==> src/rtl/irq_dispatch_pkg.sv <==
// Shared types and constants for the interrupt dispatch stage.
// Contents: FSM state enum, bus/channel geometry and the vector-ID helper.
package irq_dispatch_pkg;

    localparam int unsigned NUM_BUS    = 3;
    localparam int unsigned CH_PER_BUS = 9;
    localparam int unsigned NUM_VEC    = 27;
    localparam int unsigned VEC_W      = 5;

    typedef enum logic [1:0] {
        StIdle,
        StQualify,
        StPresent,
        StService
    } state_e;

    // Vector ID = bus * CH_PER_BUS + chan, with bus A=0, B=1, C=2.
    function automatic logic [VEC_W-1:0] calc_vec(input logic [1:0] bus,
                                                   input logic [3:0] chan);
        logic [VEC_W-1:0] v;
        v = VEC_W'(bus) * VEC_W'(CH_PER_BUS) + VEC_W'(chan);
        return v;
    endfunction

endpackage

==> src/rtl/irq_stable_filter.sv <==
// Stable-sample qualifier for the encoder outputs.
// Registers {pa,pb,pc,~chan_n} every cycle, compares against the previous
// sample and counts consecutive identical samples while the FSM qualifies.
// Ports:
//   clk, rst        clock and synchronous active-high reset
//   pa, pb, pc      encoder bus-win flags
//   chan_n          active-low channel index within the winning bus
//   start           FSM is leaving IDLE for QUALIFY (load count with 1)
//   qual_en         FSM is in QUALIFY
//   legal           registered sample holds a request with chan 0..8
//   qualified       sample has been stable for STABLE_CYCLES samples
//   vec             vector ID decoded from the registered sample
//   err_chan        one-cycle pulse on entry into a request with chan > 8
module irq_stable_filter
    import irq_dispatch_pkg::*;
#(
    parameter int unsigned STABLE_CYCLES = 2
) (
    input  logic             clk,
    input  logic             rst,
    input  logic             pa,
    input  logic             pb,
    input  logic             pc,
    input  logic [3:0]       chan_n,
    input  logic             start,
    input  logic             qual_en,
    output logic             legal,
    output logic             qualified,
    output logic [VEC_W-1:0] vec,
    output logic             err_chan
);

    localparam logic [3:0] StableCnt = 4'(STABLE_CYCLES);

    logic [6:0] samp_q;
    logic [6:0] prev_q;
    logic [3:0] stab_cnt_q;
    logic       bad_q;

    logic       req;
    logic       chan_bad;
    logic       same;
    logic [1:0] bus;

    always_ff @(posedge clk) begin
        if (rst) begin
            samp_q <= '0;
            prev_q <= '0;
            bad_q  <= 1'b0;
        end else begin
            samp_q <= {pa, pb, pc, ~chan_n};
            prev_q <= samp_q;
            bad_q  <= chan_bad;
        end
    end

    always_comb begin
        req      = |samp_q[6:4];
        chan_bad = req && (samp_q[3:0] > 4'd8);
        legal    = req && !chan_bad;
        same     = (samp_q == prev_q);
        bus      = samp_q[6] ? 2'd0 : (samp_q[5] ? 2'd1 : 2'd2);
        vec      = calc_vec(bus, samp_q[3:0]);
        err_chan = chan_bad && !bad_q;
        // Stable count is only advanced by an equal compare, so require one here too.
        qualified = qual_en && legal && same && (stab_cnt_q == StableCnt);
    end

    always_ff @(posedge clk) begin
        if (rst) begin
            stab_cnt_q <= '0;
        end else if (start) begin
            stab_cnt_q <= 4'd1;
        end else if (qual_en) begin
            if (!same) begin
                stab_cnt_q <= 4'd1;
            end else if (stab_cnt_q < StableCnt) begin
                stab_cnt_q <= stab_cnt_q + 4'd1;
            end
        end else begin
            stab_cnt_q <= '0;
        end
    end

endmodule

==> src/rtl/irq_dispatch_seq.sv <==
// Interrupt dispatch stage behind the 27-channel priority encoder.
// Qualifies encoder requests, presents a 5-bit vector with valid/ready and
// holds a one-hot in-service mask until end-of-interrupt.
// Optional feature macro: IRQ_TIMEOUT_EN (forced release after TIMEOUT
// cycles in SERVICE, sticky timeout flag).
// Ports:
//   clk, rst            clock and synchronous active-high reset
//   pa, pb, pc, chan_n  encoder outputs (chan_n active low)
//   irq_valid/irq_ready vector handshake towards the CPU
//   irq_vec             latched vector ID (bus*9 + chan)
//   eoi                 end-of-interrupt pulse
//   svc_mask            one-hot in-service channel
//   busy                FSM not idle
//   err_chan            pulse on request with illegal channel
//   timeout             sticky forced-release flag (0 without the feature)
module irq_dispatch_seq
    import irq_dispatch_pkg::*;
#(
    parameter int unsigned STABLE_CYCLES = 2,
    parameter int unsigned TIMEOUT       = 1024
) (
    input  logic               clk,
    input  logic               rst,
    input  logic               pa,
    input  logic               pb,
    input  logic               pc,
    input  logic [3:0]         chan_n,
    output logic               irq_valid,
    input  logic               irq_ready,
    output logic [VEC_W-1:0]   irq_vec,
    input  logic               eoi,
    output logic [NUM_VEC-1:0] svc_mask,
    output logic               busy,
    output logic               err_chan,
    output logic               timeout
);

    state_e             state_q, state_d;
    logic [VEC_W-1:0]   vec_q;
    logic [NUM_VEC-1:0] svc_q;

    logic             legal;
    logic             qualified;
    logic [VEC_W-1:0] vec;
    logic             start;
    logic             qual_en;
    logic             take_hs;
    logic             tmo_hit;
    logic             release_svc;

    irq_stable_filter #(
        .STABLE_CYCLES (STABLE_CYCLES)
    ) u_filter (
        .clk       (clk),
        .rst       (rst),
        .pa        (pa),
        .pb        (pb),
        .pc        (pc),
        .chan_n    (chan_n),
        .start     (start),
        .qual_en   (qual_en),
        .legal     (legal),
        .qualified (qualified),
        .vec       (vec),
        .err_chan  (err_chan)
    );

    always_comb begin
        start       = (state_q == StIdle) && legal;
        qual_en     = (state_q == StQualify);
        take_hs     = (state_q == StPresent) && irq_ready;
        // eoi wins over a same-cycle timeout.
        release_svc = (state_q == StService) && (eoi || tmo_hit);
    end

    // FSM state register
    always_ff @(posedge clk) begin
        if (rst) begin
            state_q <= StIdle;
        end else begin
            state_q <= state_d;
        end
    end

    // FSM next state
    always_comb begin
        state_d = state_q;
        unique case (state_q)
            StIdle:    if (legal) state_d = StQualify;
            StQualify: begin
                if (!legal) begin
                    state_d = StIdle;
                end else if (qualified) begin
                    state_d = StPresent;
                end
            end
            StPresent: if (irq_ready) state_d = StService;
            StService: if (release_svc) state_d = StIdle;
            default:   state_d = StIdle;
        endcase
    end

    // FSM outputs
    always_comb begin
        irq_valid = (state_q == StPresent);
        busy      = (state_q != StIdle);
        irq_vec   = vec_q;
        svc_mask  = svc_q;
    end

    always_ff @(posedge clk) begin
        if (rst) begin
            vec_q <= '0;
            svc_q <= '0;
        end else begin
            if (qualified) begin
                vec_q <= vec;
            end
            if (take_hs) begin
                svc_q <= NUM_VEC'(1) << vec_q;
            end else if (release_svc) begin
                svc_q <= '0;
            end
        end
    end

`ifdef IRQ_TIMEOUT_EN
    localparam int unsigned TmoW = $clog2(TIMEOUT + 1);

    logic [TmoW-1:0] tmo_cnt_q;
    logic            tmo_q;

    // Hit on the TIMEOUT-th cycle spent in SERVICE.
    assign tmo_hit = (state_q == StService) && (tmo_cnt_q == TmoW'(TIMEOUT - 1));
    assign timeout = tmo_q;

    always_ff @(posedge clk) begin
        if (rst) begin
            tmo_cnt_q <= '0;
            tmo_q     <= 1'b0;
        end else begin
            if (take_hs) begin
                tmo_cnt_q <= '0;
            end else if (state_q == StService) begin
                tmo_cnt_q <= tmo_cnt_q + TmoW'(1);
            end
            if (tmo_hit && !eoi) begin
                tmo_q <= 1'b1;
            end
        end
    end
`else
    logic unused_timeout_param;

    assign unused_timeout_param = ^32'(TIMEOUT);
    assign tmo_hit = 1'b0;
    assign timeout = 1'b0;
`endif

endmodule

==> config.mk <==
export PLATFORM = sky130hd
export DESIGN_NAME = irq_dispatch_seq
export DESIGN_NICKNAME = d
export VERILOG_FILES = /design/src/rtl/irq_dispatch_pkg.sv /design/src/rtl/irq_stable_filter.sv /design/src/rtl/irq_dispatch_seq.sv
export SDC_FILE = /design/constraint.sdc
export NUM_CORES = 1
export LEC_CHECK = 0
export BUFFER_PORTS_ARGS = -buffer_cell sky130_fd_sc_hd__buf_4
export CAP_MARGIN = 0
export CORE_ASPECT_RATIO = 0.7
export CORE_UTILIZATION = 35
export DETAILED_ROUTE_END_ITERATION = 7
export SETUP_SLACK_MARGIN = 0.02
export SLEW_MARGIN = 25
export SYNTH_ARGS = -nofsm -noshare
export SYNTH_HDL_FRONTEND = slang
export SYNTH_SLANG_ARGS = --single-unit
==> constraint.sdc <==
create_clock -name clk -period 3.3 [get_ports clk]
set_clock_uncertainty 0.15 [all_clocks]
set_input_delay 0.825 -clock clk [delete_from_list [all_inputs] [get_ports clk]]
set_output_delay 0.825 -clock clk [all_outputs]
set_load 0.01 [all_outputs]
* After elaboration in Yosys (flattened, before gate mapping)
Cells that the tools add are included.
** Word-level totals
- Register bits after elaboration :: 53
- Word-level logic and storage cells :: 58
- Input bits :: 11
** Operators by class
- Add/sub/neg operators :: 2
- $mul :: 1
- Equality and inequality tests :: 10
- Mux-type cells :: 14
- Bitwise operators :: 3
- Shift operators :: 1
- Reduce and logical (&&, ||, !) cells :: 17
- $lt $le $gt $ge :: 2
** Operator list (count)
- 2-to-1 mux 27 bit :: 2
- << shifter 1 x 5 -> 27 bit, first input constant :: 1
- 2-to-1 mux 2 bit :: 7
- logical AND 1 bit :: 9
- case mux 2 bit (4 select lines) :: 1
- equality test 7 bit :: 1
- adder 5 x 4 -> 5 bit :: 1
- multiplier 2 x 4 -> 5 bit, second input constant :: 1
- adder 4 x 1 -> 4 bit, second input constant :: 1
- equality test 2 bit, second input constant :: 2
- equality test 4 x 2 -> 1 bit, second input constant :: 1
- greater-than comparator 4 bit, second input constant :: 1
- less-than comparator 4 x 2 -> 1 bit, second input constant :: 1
- 2-to-1 mux 1 bit :: 4
- != test 2 bit, second input constant :: 2
- != test 4 bit, second input constant :: 1
- NOT 4 bit :: 1
- AND reduction 4 bit :: 1
- nonzero test 2 bit :: 2
- OR reduction 4 bit :: 1
- != test 3 bit, second input constant :: 1
- OR reduction 3 bit :: 1
- equality test 2 x 1 -> 1 bit, second input constant :: 1
- logical NOT 1 bit :: 2
- 3 further kinds :: 4

* Longest topological paths before layout
Gate-level depths: netlist (run 1).
- Word-level depth :: 10
- Depth in mapped cells :: 8
- Mapped depth without buffers :: 8

* Modules after synthesis
A second synthesis (run 1) with hierarchy kept.
** Unflattened totals
- Cells, all modules :: 204
- Area total of the unflattened synthesis :: 2143.3 um^2
** By module, submodules not included
- irq_dispatch_seq :: area an instance 1293.7 um^2, cells an instance 116, times used 1
- irq_stable_filter :: area an instance 849.6 um^2, cells an instance 88, times used 1

* Least setup slack after synthesis (run 1)
OpenSTA, ideal clock, no wires.
- Path kind :: input to register
- Start point :: in rst
- End point :: reg vec_q[0] (netlist: irq_vec[0])
- Library setup time :: 0.116 ns
- Buffers on the path :: 1
- Data arrival time :: 1.654 ns
- Slack :: 1.380 ns
- Stages on the path :: 4
- Data required time :: 3.034 ns
- Cell sequence :: clkbuf_1 > clkinv_1 > o311a_1 > a31o_1
** RTL lines
- start: declaration :: RTL line irq_dispatch_seq.sv:23 : input logic rst,
- end signal: assignment :: RTL line irq_dispatch_seq.sv:117 : vec_q <= vec;
- end: declaration :: RTL line irq_dispatch_seq.sv:39 : logic [VEC_W-1:0] vec_q;

* Worst setup path in the final report (run 1)
- Start point :: reg u_filter.samp_q[5]
- End point :: out err_chan
** Between the ends
- Cells in the longest elaborated chain, start to end :: 3
** RTL lines
- start: declaration :: RTL line irq_stable_filter.sv:35 : logic [6:0] samp_q;
- start signal: assignment :: RTL line irq_stable_filter.sv:51 : samp_q <= {pa, pb, pc, ~chan_n};
- OR reduction 3 bit :: RTL line irq_stable_filter.sv:58 : req = |samp_q[6:4];
- logical AND 1 bit :: RTL line irq_stable_filter.sv:59 : chan_bad = req && (samp_q[3:0] > 4'd8);
- logical AND 1 bit :: RTL line irq_stable_filter.sv:64 : err_chan = chan_bad && !bad_q;
- end: declaration :: RTL line irq_dispatch_seq.sv:34 : output logic err_chan,
Every way passes these cells.

==> impl_metrics.yaml, run 1 <==
yosys:
  synth-seq-cells: 53
  syn_inst: 230
  yosysWarningCount: 0
  synth_edf_count: 0
  syn_nets: 249
  async_reset_ff_frac: 0
  ys.flop_type: "dfxtp_1"
  synth_area_per_cell_sq_um: 9.721
  syn_area_sq_um: 2236
  ys_types: 47
  yosysSeqAreaShare: 0.4745
cts:
  worstSkewPairLatency_ns: 0.29
  cts_sinks: 53
  cts_root_buffer: "clkbuf_8"
  cts-htree-levels: 2
  clockBufferDepth: 2
  cts_tree: "yes"
  ctsHoldBuffers: 0
  path_clk_slew_ns: 0.09
  ctsResizeCount: 0
  postCtsSetupBuffers: 0
  cts_buffers: 5
global_route:
  grt_max_degree: 47
  grt_pass1_vias: 1505
  antenna_found_initial: 0
  grtUsageTotal: 0.1390
  grt-ovfl-total: 0
  grt_pass1_wl_microns: 7348
worst_hold_path:
  hold_path_class: "reg2reg"
floorplanning:
  die_w_microns: 97.53
  design.portCount: 47
  num_rows: 23
  start_util: 0.3772
  coreArea_sq_um: 5928
  dieHeight_microns: 68.87
  dieArea_sq_um: 6717
timing:
  final_hold_viol_count: 0
  tightestPinTransition_ns: 0.5609
  rsz0062_at_grt: "false"
  slew_headroom: 0.6232
  setup_viol: 0
  max_freq_mhz: 425.9
  timing.setup.tns_ns: 0
  post-route-min-period_ns: 2.348
  final_max_slew_viol_count: 0
  holdWs_ns: 0.3515
  fin_crit_sh: 0.7114
route:
  m1WireLength_microns: 2468
  ant_nets: 0
  dr.first_iter.drc_count: 96
  met3_length_microns: 200
  routedWlPerCell_microns: 13.32
  num_vias: 1706
  wl_met2_microns: 1903
  via_per_inst: 4.945
  top_layer: "met4"
  firstDrtPassIters: 4
  wirelength_microns: 4594
  drt_drc_violations_left: 0
cells_and_area:
  fillers: 582
  antenna_cells: 0
  syn_to_final_growth_pct: 20.43
  seq_area_sq_um: 1061
  layout-drive-gt1-share: 0.2222
  nNetsFinal: 288
  multiInputGateArea_sq_um: 1076
outcome:
  status: "complete, no violations"
placement:
  finalWeightedCongestion: 0.7582
  dp_hpwl_microns: 3374
  port_buffers: 45
pwr:
  p_int_uw: 880.1
  seqPwrFrac: 0.584
  power_density_nw_per_um2: 422.1
  switching_share: 0.2257
  clkPwrFrac: 0.342
  leakage_nw: 1.095
  pwr-share-comb: 0.075
  p_sw_uw: 256.6
  p_total_mw: 1.137
  irDropWorstVdd_mv: 0.2093
setup_path:
  worstSetupPathType: "reg2out"
  worstPathRequired_ns: 2.32
  crit_path_max_fanout: 6
  startpoint_type: "flip-flop"
  worstPathArrival_ns: 1.37
  cp-end-kind: "primary output"
run:
  drv_cap: 0
## state kept, by name, indices dropped and copies added (netlist names), named ones only
register             cells
irq_vec                  5
state_q                  1
svc_mask                27
u_filter.bad_q           1
u_filter.prev_q          7
u_filter.samp_q          7
u_filter.stab_cnt_q      4
## layout make-up
| class | instances | share of cell area |
|---|---|---|
| Clock inverter | 1 | 0.001859 |
| Inverter | 6 | 0.008364 |
| Sequential cell | 53 | 0.3941 |
| Clock buffer | 7 | 0.03578 |
| Multi-Input combinational cell | 158 | 0.3996 |
| Timing Repair Buffer | 45 | 0.1255 |
| Tap cell | 75 | 0.03485 |
## synthesized netlist by cell type (3+ instances only)
master     n  area [sq um]
dfxtp_1   53          1061
nor2_1    43         161.4
a22oi_1   26         195.2
nor2b_1   18         112.6
xnor2_1   11         96.34
clkbuf_1   7         26.28
ha_1       7         87.58
nor3_1     7         35.03
inv_1      5         18.77
nand2_1    4         15.01
a21oi_1    3         15.01
a31o_1     3         26.28
buf_6      3         33.78
o311a_1    3         30.03
## power by group through the flow
stage / registers (mW) / clock network [mW] / logic (mW)
2_1_floorplan: 0.672 / 0 / 0.0646
3_3_place_gp: 0.678 / 0 / 0.0838
3_5_place_dp: 0.678 / 0 / 0.0843
4_1_cts: 0.663 / 0.401 / 0.0851
5_1_grt: 0.665 / 0.425 / 0.0945
6_report: 0.663 / 0.389 / 0.0849
## cell families (layout without fill, tap and decap cells)
family | Yosys count | in the layout | share of synthesized area
simple gates | 90 | 90 | 0.2222
flops | 53 | 53 | 0.4745
compound gates | 45 | 45 | 0.1522
buf+inv | 19 | 59 | 0.04421
xor+xnor | 11 | 11 | 0.04309
fa+ha+maj | 8 | 8 | 0.04812
mux | 3 | 3 | 0.01399
other cells | 1 | 1 | 0.001677
## routing by layer
metal,global-route usage,up-vias
met1,0.2089,789
met4,0.02757,0
li1,-,882
met5,0,-
met3,0.03831,2
met2,0.1958,33
## critical path: stages (launching register included)
cell,delay [ns]
dfxtp_1,0.37
or3_1,0.42
nand2_1,0.11
nor2_1,0.04
buf_4,0.13
## through the flow
step | utilization | setup slack, ns | cell area (sq um) | cells
3_5_place_dp | 0.4371 | 1.040 | 2591 | 337
6_report | 0.4542 | 0.9522 | 2693 | 345
3_3_place_gp | 0.4371 | 1.068 | 2591 | 337
2_1_floorplan | - | 1.380 | 2236 | 230
5_1_grt | 0.4542 | 0.8741 | 2693 | 345
4_1_cts | 0.4542 | 0.9314 | 2693 | 345
## final timing paths
kind                      start           end  slack (ns)  depth (start not counted)
min reg2reg        svc_mask[26]  svc_mask[26]        0.35                          2
max          u_filter.samp_q[5]      err_chan        0.95                          4
max reg2reg  u_filter.samp_q[5]    irq_vec[3]        1.29                          8
min                svc_mask[26]  svc_mask[26]        0.35                          2
## cell usage in the layout, fill, tap and decap left out, types with 3 or more instances in the layout
cell type and n:
xnor2_1 11, a31o_1 3, clkbuf_8 7, buf_4 45
dfxtp_1 53, nor2_1 43, a21oi_1 3, nor3_1 7
ha_1 7, nor2b_1 18, a22oi_1 26, o311a_1 3
nand2_1 4, inv_1 5
No activity file was read; power rests on OpenSTA's default activity.
==> run 2, diff against run 1 <==
==> constraint.sdc (replaced) <==
create_clock -name clk -period 2.2 [get_ports clk]
set_clock_uncertainty 0.15 [all_clocks]
set_input_delay 0.55 -clock clk [delete_from_list [all_inputs] [get_ports clk]]
set_output_delay 0.55 -clock clk [all_outputs]
set_load 0.01 [all_outputs]
==> run 2 against run 1 <==
Worst setup slack worse by 0.84 ns. First-iteration DRC count is 16% higher. Sequential share of layout area is 0.98 points lower. Critical endpoint unchanged. Sequential cell count stayed put. Register-to-register slack worse by 1.1 ns. Core utilization is 1.2 points higher. Worst hold slack worse by 0.12 ns. Critical path depth stayed put. Highest routed layer unchanged. Die area stayed put. Global-route usage is 1.1 points higher.
==> impl_metrics.yaml, run 2 (synthesized netlist as in run 1, its figures left out) <==
placement:
  dpl_worst_slack_ns: 0.2484
  finalWeightedCongestion: 0.8289
  port_buffers: 45
  dp_hpwl_microns: 3481
  place_inst: 341
cells_and_area:
  multiInputGateArea_sq_um: 1079
  layout-drive-gt1-share: 0.2372
  postLayoutCoreUtil: 0.4658
  layout_common_cells: "53 x dfxtp_1, 49 x buf_4, 43 x nor2_1"
  fillers: 573
  largest_reg_flops: 27
  syn_to_final_growth_pct: 23.50
  nNetsFinal: 292
  instances_no_fill: 349
  antenna_cells: 0
  final_common_cell: "dfxtp_1"
  seq_area_sq_um: 1061
cts:
  clockBufferDepth: 2
  cts-htree-levels: 2
  postCtsSetupBuffers: 0
  cts_root_buffer: "clkbuf_8"
  cts_buffers: 5
  cts_sinks: 53
  worstSkewPairLatency_ns: 0.31
  path_clk_slew_ns: 0.09
  cts_tree: "yes"
timing:
  final_hold_viol_count: 0
  timing.setup.tns_ns: 0
  post-route-min-period_ns: 2.093
  layout_setup_ws_ns: 0.1072
  fin_crit_sh: 0.9513
  final_max_slew_viol_count: 0
  tightestPinTransition_ns: 0.5278
  rsz0062_at_grt: "false"
  max_freq_mhz: 477.8
  setup_viol: 0
  slew_headroom: 0.6474
setup_path:
  worstSetupPathType: "reg2out"
  startpoint_type: "flip-flop"
  worstPathBufferInverterCount: 1
  critPathSlowestCell: "or3_1"
  crit_family: "simple AND/OR/NAND/NOR gates"
  crit_path_max_fanout: 6
  cp-end-kind: "primary output"
  crit_path_max_incr_delay_ns: 0.42
  crit_chain: "or3_1 > nand2_1 > nor2_1 > buf_4"
  worstPathRequired_ns: 1.50
  worstPathArrival_ns: 1.39
floorplanning:
  dieHeight_microns: 68.87
  start_util: 0.3772
  coreArea_sq_um: 5928
  dieArea_sq_um: 6717
  design.portCount: 47
  die_w_microns: 97.53
  num_rows: 23
route:
  via_per_inst: 5.014
  wirelength_microns: 4925
  ant_nets: 0
  num_vias: 1750
  routedWlPerCell_microns: 14.11
  dr.first_iter.drc_count: 111
  firstDrtPassIters: 4
  drt_drc_violations_left: 0
worst_hold_path:
  hold_path_class: "in2reg"
pwr:
  power_density_nw_per_um2: 694.8
  irDropWorstVdd_mv: 0.3612
  p_total_mw: 1.919
  leakage_nw: 1.131
outcome:
  status: "complete, no violations"
global_route:
  antenna_found_initial: 0
  grtUsageTotal: 0.1504
  grt_pass1_vias: 1612
  grt_pass1_wl_microns: 7914
  grt_max_degree: 30
  grt-ovfl-total: 0
run:
  drv_cap: 0
## run 2: cell types whose count changed in the layout (fill, tap and decap cells not counted)
cell | previous run | this run
nor2b_1 | 18 | 17
nor2b_2 | 0 | 1
buf_4 | 45 | 49
clkinv_2 | 1 | 0
bufinv_16 | 0 | 2
clkbuf_8 | 7 | 5
inv_6 | 0 | 1
## run 2: worst register-to-register path, stage by stage (launching register included)
cell and delay, ns:
dfxtp_1 0.45, nor2_1 0.11, ha_1 0.30, ha_1 0.16, inv_1 0.05, fa_1 0.37
xnor2_1 0.15, nand2_1 0.07, mux2i_1 0.13
## run 2: where the power goes
part / leakage (nW) / internal [mW] / total [mW] / switching (mW)
clock network: 0.0687 / 0.458 / 0.793 / 0.335
registers: 0.430 / 0.976 / 0.996 / 0.0201
logic: 0.632 / 0.0608 / 0.130 / 0.0691
## run 2: path summary, 6_finish.rpt
check | startpoint | to | slack (ns) | depth (start not counted)
setup / recovery | u_filter.samp_q[5] | err_chan | 0.11 | 4
hold / removal | chan_n[3] | u_filter.samp_q[3] | 0.23 | 2
setup reg to reg | u_filter.samp_q[6] | irq_vec[3] | 0.20 | 8
hold reg to reg | svc_mask[26] | svc_mask[26] | 0.36 | 2
## run 2: timing repair
action                     4_1_cts  5_1_grt
setup endpoints to repair        0        1
hold buffers                     0        0
resized for setup                0        1
## run 2: layout make-up
class	instances	area share
Inverter	6	0.008156
Clock buffer	5	0.02492
Tap cell	75	0.03398
Clock inverter	3	0.02492
Multi-Input combinational cell	158	0.3906
Sequential cell	53	0.3842
Timing Repair Buffer	49	0.1332
## run 2: through the flow
| step | hold WS (ns) | area, sq um |
|---|---|---|
| final | 0.2289 | 2761 |
| after global routing | 0.2235 | 2761 |
| after CTS | 0.2213 | 2759 |
| after detailed placement | 0.3283 | 2621 |
| after global placement | 0.3262 | 2621 |
| after floorplan | 0.3322 | 2236 |
## run 2: layer usage
layer  GRT usage  part of all wire
met1      0.2180              0.53
met2      0.2185              0.41
met3     0.03831             0.043
met4     0.04596             0.013
met5           0                 0
